[src/rtl/add_seq.sv]
// Multi-byte add sequencer driving one shared external 8-bit combinational adder, LSB first.
// Latency: START at edge 0, BUSY in cycles 1..NBYTES, DONE pulse in cycle NBYTES+1.
// Backpressure: none; START is ignored while BUSY and accepted in IDLE or in the DONE cycle.
//
// Ports:
//   CLK, RST          clock, synchronous active-high reset
//   START, A, B, CI   request and operands, latched when START is accepted
//   SUB               (only with ADDSEQ_SUB_EN) latch ~B and force carry-in to 1 for A-B
//   BUSY, DONE        status: BUSY while bytes are processed, DONE one-cycle completion pulse
//   S, CO             result and final carry, held until the next completion
//   AA, AB, ACI       byte operands and carry presented to the external adder (0 outside RUN)
//   AS, ACO           sum byte and carry returned by the external adder
// Optional feature macro: ADDSEQ_SUB_EN.
module add_seq #(
    parameter int NBYTES = 4
) (
    input  logic                  CLK,
    input  logic                  RST,
    input  logic                  START,
    input  logic [8*NBYTES-1:0]   A,
    input  logic [8*NBYTES-1:0]   B,
    input  logic                  CI,
`ifdef ADDSEQ_SUB_EN
    input  logic                  SUB,
`endif
    output logic                  BUSY,
    output logic                  DONE,
    output logic [8*NBYTES-1:0]   S,
    output logic                  CO,
    output logic [7:0]            AA,
    output logic [7:0]            AB,
    output logic                  ACI,
    input  logic [7:0]            AS,
    input  logic                  ACO
);

    localparam int W     = 8 * NBYTES;
    // Keep the index at least one bit wide so NBYTES=1 still elaborates.
    localparam int IDX_W = (NBYTES > 1) ? $clog2(NBYTES) : 1;

    typedef enum logic [1:0] {
        ST_IDLE = 2'd0,
        ST_RUN  = 2'd1,
        ST_FIN  = 2'd2
    } state_t;

    state_t             state_q;
    state_t             state_d;
    logic [W-1:0]       a_q;
    logic [W-1:0]       b_q;
    logic [W-1:0]       acc_q;
    logic [W-1:0]       acc_nxt;
    logic [W-1:0]       s_q;
    logic               co_q;
    logic               carry_q;
    logic [IDX_W-1:0]   idx_q;
    logic               run;
    logic               accept;
    logic               last;
    logic [W-1:0]       b_in;
    logic               carry_in;

    assign run    = (state_q == ST_RUN);
    assign accept = START && (state_q != ST_RUN);
    assign last   = (idx_q == IDX_W'(NBYTES - 1));

`ifdef ADDSEQ_SUB_EN
    // Subtraction as A + ~B + 1; CO=1 then means "no borrow".
    assign b_in     = SUB ? ~B : B;
    assign carry_in = SUB | CI;
`else
    assign b_in     = B;
    assign carry_in = CI;
`endif

    // Accumulator with the current adder byte merged in, so the final byte
    // is already part of the value loaded into S on the last RUN edge.
    always_comb begin
        acc_nxt              = acc_q;
        acc_nxt[8*idx_q +: 8] = AS;
    end

    always_comb begin
        state_d = state_q;
        case (state_q)
            ST_IDLE: if (accept) state_d = ST_RUN;
            ST_RUN:  if (last)   state_d = ST_FIN;
            ST_FIN:  state_d = START ? ST_RUN : ST_IDLE;
            default: state_d = ST_IDLE;
        endcase
    end

    always_ff @(posedge CLK) begin
        if (RST) begin
            state_q <= ST_IDLE;
            a_q     <= '0;
            b_q     <= '0;
            acc_q   <= '0;
            s_q     <= '0;
            co_q    <= 1'b0;
            carry_q <= 1'b0;
            idx_q   <= '0;
        end else begin
            state_q <= state_d;
            if (accept) begin
                a_q     <= A;
                b_q     <= b_in;
                carry_q <= carry_in;
                idx_q   <= '0;
                acc_q   <= '0;
            end else if (run) begin
                acc_q   <= acc_nxt;
                carry_q <= ACO;
                idx_q   <= idx_q + IDX_W'(1);
                if (last) begin
                    s_q  <= acc_nxt;
                    co_q <= ACO;
                end
            end
        end
    end

    // Adder-side outputs come only from registers and are forced to 0 outside RUN.
    assign AA   = run ? a_q[8*idx_q +: 8] : 8'd0;
    assign AB   = run ? b_q[8*idx_q +: 8] : 8'd0;
    assign ACI  = run ? carry_q : 1'b0;

    assign BUSY = run;
    assign DONE = (state_q == ST_FIN);
    assign S    = s_q;
    assign CO   = co_q;

endmodule

[config.mk]
export PLATFORM = sky130hd
export DESIGN_NAME = add_seq
export DESIGN_NICKNAME = d
export VERILOG_FILES = /design/src/rtl/add_seq.sv
export SDC_FILE = /design/constraint.sdc
export NUM_CORES = 1
export LEC_CHECK = 0
export BUFFER_PORTS_ARGS = -buffer_cell sky130_fd_sc_hd__buf_2
export CORE_ASPECT_RATIO = 0.75
export CORE_MARGIN = 1
export CORE_UTILIZATION = 55
export CTS_CLUSTER_DIAMETER = 60
export DETAILED_ROUTE_END_ITERATION = 10
export HOLD_SLACK_MARGIN = 0.05
export PLACE_DENSITY_LB_ADDON = 0.08
export SYNTH_ARGS = -nofsm -noshare
export SYNTH_HDL_FRONTEND = slang
export SYNTH_SLANG_ARGS = --single-unit
[constraint.sdc]
create_clock -name CLK -period 5.3 [get_ports CLK]
set_input_delay 0 -clock CLK [delete_from_list [all_inputs] [get_ports CLK]]
set_output_delay 0 -clock CLK [all_outputs]
set_load 0.03 [all_outputs]
After elaboration in Yosys (flattened, before gate mapping). Cells that the tools add are included.

Add/subtract/negate cells: 2. $mul: 0. Divide/modulo/power cells: 0. Magnitude comparators: 0. Equality and inequality tests: 6. Shift operators: 4. Mux-type cells: 10. Bitwise logic cells: 1. Reductions and logical operators: 6.

Operator list (count): variable part select 32 x 6 -> 8 bit (2); negator 5 -> 34 bit (1); variable shift 8 x 34 -> 32 bit (first input constant) (1); variable part select 8 x 34 -> 32 bit (1); bitwise mux 32 bit (1); two-way mux 8 bit (2); one-hot mux 2 bit (3 select lines) (1); == test 2 bit (second input constant) (2); two-way mux 1 bit (4); two-way mux 2 bit (2); != test 2 x 1 -> 1 bit (second input constant) (2); AND reduction 3 bit (1); adder 2 x 1 -> 2 bit (second input constant) (1); == test 2 x 1 -> 1 bit (second input constant) (1); logical NOT 2 bit (1); != test 2 bit (second input constant) (1); AND reduction 2 bit (1); nonzero test 2 bit (1); OR reduction 2 bit (1); logical AND 1 bit (1); NOT 1 bit (1).

Bits in registers: 134. Latch bits: 0. RAM bits: 0. Bits in read-only memories: 0. Input bits: 77. Output and inout port bits: 52. Word-level logic and storage cells: 37. Memories: 0.

Depth between registers and ports, before layout.
Depth after elaboration: 4. Depth in mapped cells: 10. Gate-level depth less buffers: 5.

Worst setup path before layout. Ideal clock, no wire load.

Path type: register to register. Start: register idx_q[1]. End: register acc_q[24]. Setup time: 117 ps. Data arrival time: 2053 ps. Required time: 5183 ps. Path slack: 3129 ps. Stages on the path, launching flop included: 10. Buffers on the path: 4. Period minus slack after synthesis: 2171 ps. Path through: dfxtp_1 > buf_2 > buf_2 > inv_1 > ha_1 > and3b_2 > buf_6 > and2_0 > buf_6 > a32o_1.

Longest elaborated chain between the ends: 3. Elaborated cells between the ends (all ways): 4. Classes of those cells: add/sub (1); shift (2); mux (1).

RTL lines: start, declared (RTL line 56) `logic [IDX_W-1:0] idx_q;`; start signal, assigned (RTL line 114) `idx_q <= idx_q + IDX_W'(1);`; negator 5 -> 34 bit * (RTL line 80) `acc_nxt[8*idx_q +: 8] = AS;`; variable part select 8 x 34 -> 32 bit / variable shift 8 x 34 -> 32 bit (equally long branches) (RTL line 80); bitwise mux 32 bit * (RTL line 80); end signal, assigned (RTL line 112) `acc_q <= acc_nxt;`; end, declared (RTL line 51) `logic [W-1:0] acc_q;`.

Mark *: on every way between the ends. The rest lies on a longest branch, timed or not. A chain may end at the register's enable or synchronous reset.

Worst setup path after layout.
Start: register idx_q[1]. End: register s_q[10] (netlist: S[10]).

Longest elaborated chain between the ends: 3. Elaborated cells between the ends (all ways): 6. Classes of those cells: add/sub (1); eq/ne (1); shift (2); mux (1); reduce/logical (1).

RTL lines: negator 5 -> 34 bit (RTL line 80); variable part select 8 x 34 -> 32 bit / variable shift 8 x 34 -> 32 bit (equally long branches) (RTL line 80); bitwise mux 32 bit (RTL line 80); end signal, assigned (RTL line 116) `s_q <= acc_nxt;`; end, declared (RTL line 53) `logic [W-1:0] s_q;`.

Several ways; a longest one is shown, not always the timed one.

==> results.json <==
{
  "antenna_left": 0,
  "antenna_found_initial": 0,
  "clock-skew-final_ps": 6.00,
  "io_buffers": 128,
  "synthTopCellsByArea": "dfxtp_1, mux4_2, a21oi_1, o21ai_0, nand3_1",
  "fmax_mhz": 297,
  "clock_sinks": 134,
  "yosys_warnings": 0,
  "timing.final.crit_share": 0.635,
  "nFillCells": 772,
  "synth_cell_types": 43,
  "cp_top_family": "flip-flops",
  "slowest_stage": "dfxtp_1",
  "postLayoutCellArea_mm2": 0.00777,
  "final-hold-violation-count": 0,
  "worstPathCellList": "inv_1, ha_1, nor4bb_1, a31oi_1, a211oi_1",
  "grt_max_degree": 78,
  "end_kind": "flop",
  "core_area_mm2": 0.0105,
  "cts_max_path_buffers": 2,
  "setup_tns_ps": 0,
  "dp_hpwl_um": 9650,
  "hp-class": "input port to flop",
  "pin_count": 129,
  "cp-startpoint": "idx_q[1]",
  "synth_seq_cells": 134,
  "placed_cells": 834,
  "p_leak_nw": 3.07,
  "start_util": 0.574,
  "cts.repair.resized": 0,
  "powerDensity_mw_per_mm2": 325,
  "synth_edf_count": 0,
  "worstSkewPairLatency_ps": 410,
  "fin_cells": 941,
  "cp_data_arrival_time_ps": 3680,
  "grt_pass1_vias": 5316,
  "slew_headroom": 0.185,
  "die_w_um": 123,
  "crit_type": "flop to flop",
  "crit_buf_inv": 1,
  "drt-total-wl_um": 16900,
  "crit_fanout": 21,
  "startpoint_type": "flop",
  "tritoncts": "done",
  "die_h_um": 92.5,
  "rsz0062_at_grt": "no",
  "syn-cell-area_mm2": 0.00600,
  "path_clk_slew_ps": 50,
  "syn-num-nets": 725,
  "grt_use_total": 0.303,
  "slew_violations": 0,
  "gr-total-overflow": 0,
  "cts_buffers": 17,
  "drive_above_1_share": 0.230,
  "fin_crit_ps": 3370,
  "setup_viol": 0,
  "final_nets": 879,
  "grt_pass1_wl_um": 26300,
  "vias_per_cell": 6.12,
  "synth_top_cell_area_share": 0.447,
  "cts_setup_buffers": 0,
  "slowest_delay_ps": 1040,
  "hold_ws_ps": 83.8,
  "place_area_mm2": 0.00639,
  "htreeDepth": 4,
  "antennaDiodeCount": 0,
  "min-delay-start": "RST",
  "dieArea_mm2": 0.0113,
  "async_reset_ff_frac": 0,
  "synth-seq-area-share": 0.447,
  "required_ps": 5610,
  "num_vias": 5763,
  "synth.avg_cell_area_um2": 9.35,
  "post-route-util": 0.744,
  "row_count": 32,
  "initialDrtViolationCount": 549,
  "area_growth_pct": 29.5,
  "status": "finished clean",
  "drc_errors": 0,
  "maxCapViolations": 0,
  "max-vdd-ir-drop_uv": 238,
  "worst_slew_pin_slew_ps": 1210,
  "synthFlopType": "dfxtp_1",
  "first_pass_iters": 5,
  "r2r_start": "idx_q[1]",
  "routedWlPerCell_um": 17.9,
  "synth_cells": 642,
  "gp_congestion": 0.816,
  "root_buffer": "clkbuf_16",
  "synth_top_area_cell": "dfxtp_1"
}
## placed cells by master, fill, tap and decap left out, drive strengths merged, types with 7 or more instances in the layout
cell	synthesis	layout
a31oi	7	7
a221oi	9	9
nand3	64	64
mux4	16	16
clkbuf	31	24
dfxtp	134	134
a41oi	8	8
a21oi	70	70
nor3	9	9
dlygate4sd3	0	79
nor2b	17	17
a211oi	27	27
a32oi	15	15
o21ai	66	66
buf	46	133
and2	19	19
a32o	22	22
nor2	45	45
## routing by layer
layer,up-vias,routed length (um),global-route usage
li1,2688,-,-
met1,2829,7680,0.412
met2,215,7810,0.469
met3,31,1070,0.0696
met4,0,297,0.109
met5,-,0,0
## report_power, final
part	switching, W	internal [W]
Combinational	0.000161	0.000117
Clock	0.000407	0.000779
Sequential	0.0000181	0.00104
## path summary, 6_finish.rpt
kind                                  end  slack (ps)  depth (start not counted)
worst max-delay path                S[10]        1930                          5
worst min-delay path                   CO          80                          2
worst max register to register      S[10]        1930                          5
worst min register to register  acc_q[20]         460                          1
## sequential cells by signal, summed over array words and instances (netlist names)
signal / count
S: 32
a_q: 32
acc_q: 32
b_q: 32
idx_q: 2
state_q: 2
CO: 1
carry_q: 1
## what timing repair did
action                                  in CTS  in global routing
hold buffers                                79                  0
endpoints found under the setup margin       0                  0
hold endpoints to repair                   101                  0
## per-stage QoR
step	worst slack [ps]	power, W
floorplan	3130	0.00125
global placement	2160	0.00130
detailed placement	1950	0.00130
CTS	1930	0.00252
global route	1770	0.00260
finish	1930	0.00252
## synthesized netlist by cell type, types with 3 or more instances
cell type / n
a211oi_1: 24
a211oi_2: 3
a21oi_1: 70
a221oi_1: 9
a31oi_1: 7
a32o_1: 22
a32oi_1: 15
a41oi_1: 8
and2_1: 17
and3b_1: 4
buf_1: 6
buf_2: 20
buf_4: 9
buf_6: 4
buf_8: 7
clkbuf_1: 31
dfxtp_1: 134
ha_1: 6
inv_1: 5
mux4_2: 16
nand2_1: 6
nand3_1: 64
nor2_1: 44
nor2b_1: 17
nor3_1: 9
o21ai_0: 66
## logic make-up after synthesis
group | after synthesis | share of synthesized area
adders and majority gates | 6 | 0.0125
muxes | 17 | 0.0617
buffers and inverters | 84 | 0.0805
AOI/OAI and AO/OA | 226 | 0.243
DFF | 134 | 0.447
and+or+nand+nor | 175 | 0.155
## layout make-up
type	count	area [um2]	area share
Tap cell	136	170	0.0219
Sequential cell	134	2680	0.345
Clock buffer	24	492	0.0633
Timing Repair Buffer	212	1470	0.189
Multi-Input combinational cell	424	2830	0.365
Inverter	7	26.3	0.00338
Clock inverter	4	95.1	0.0122
Power figures use the tool's default switching activity.
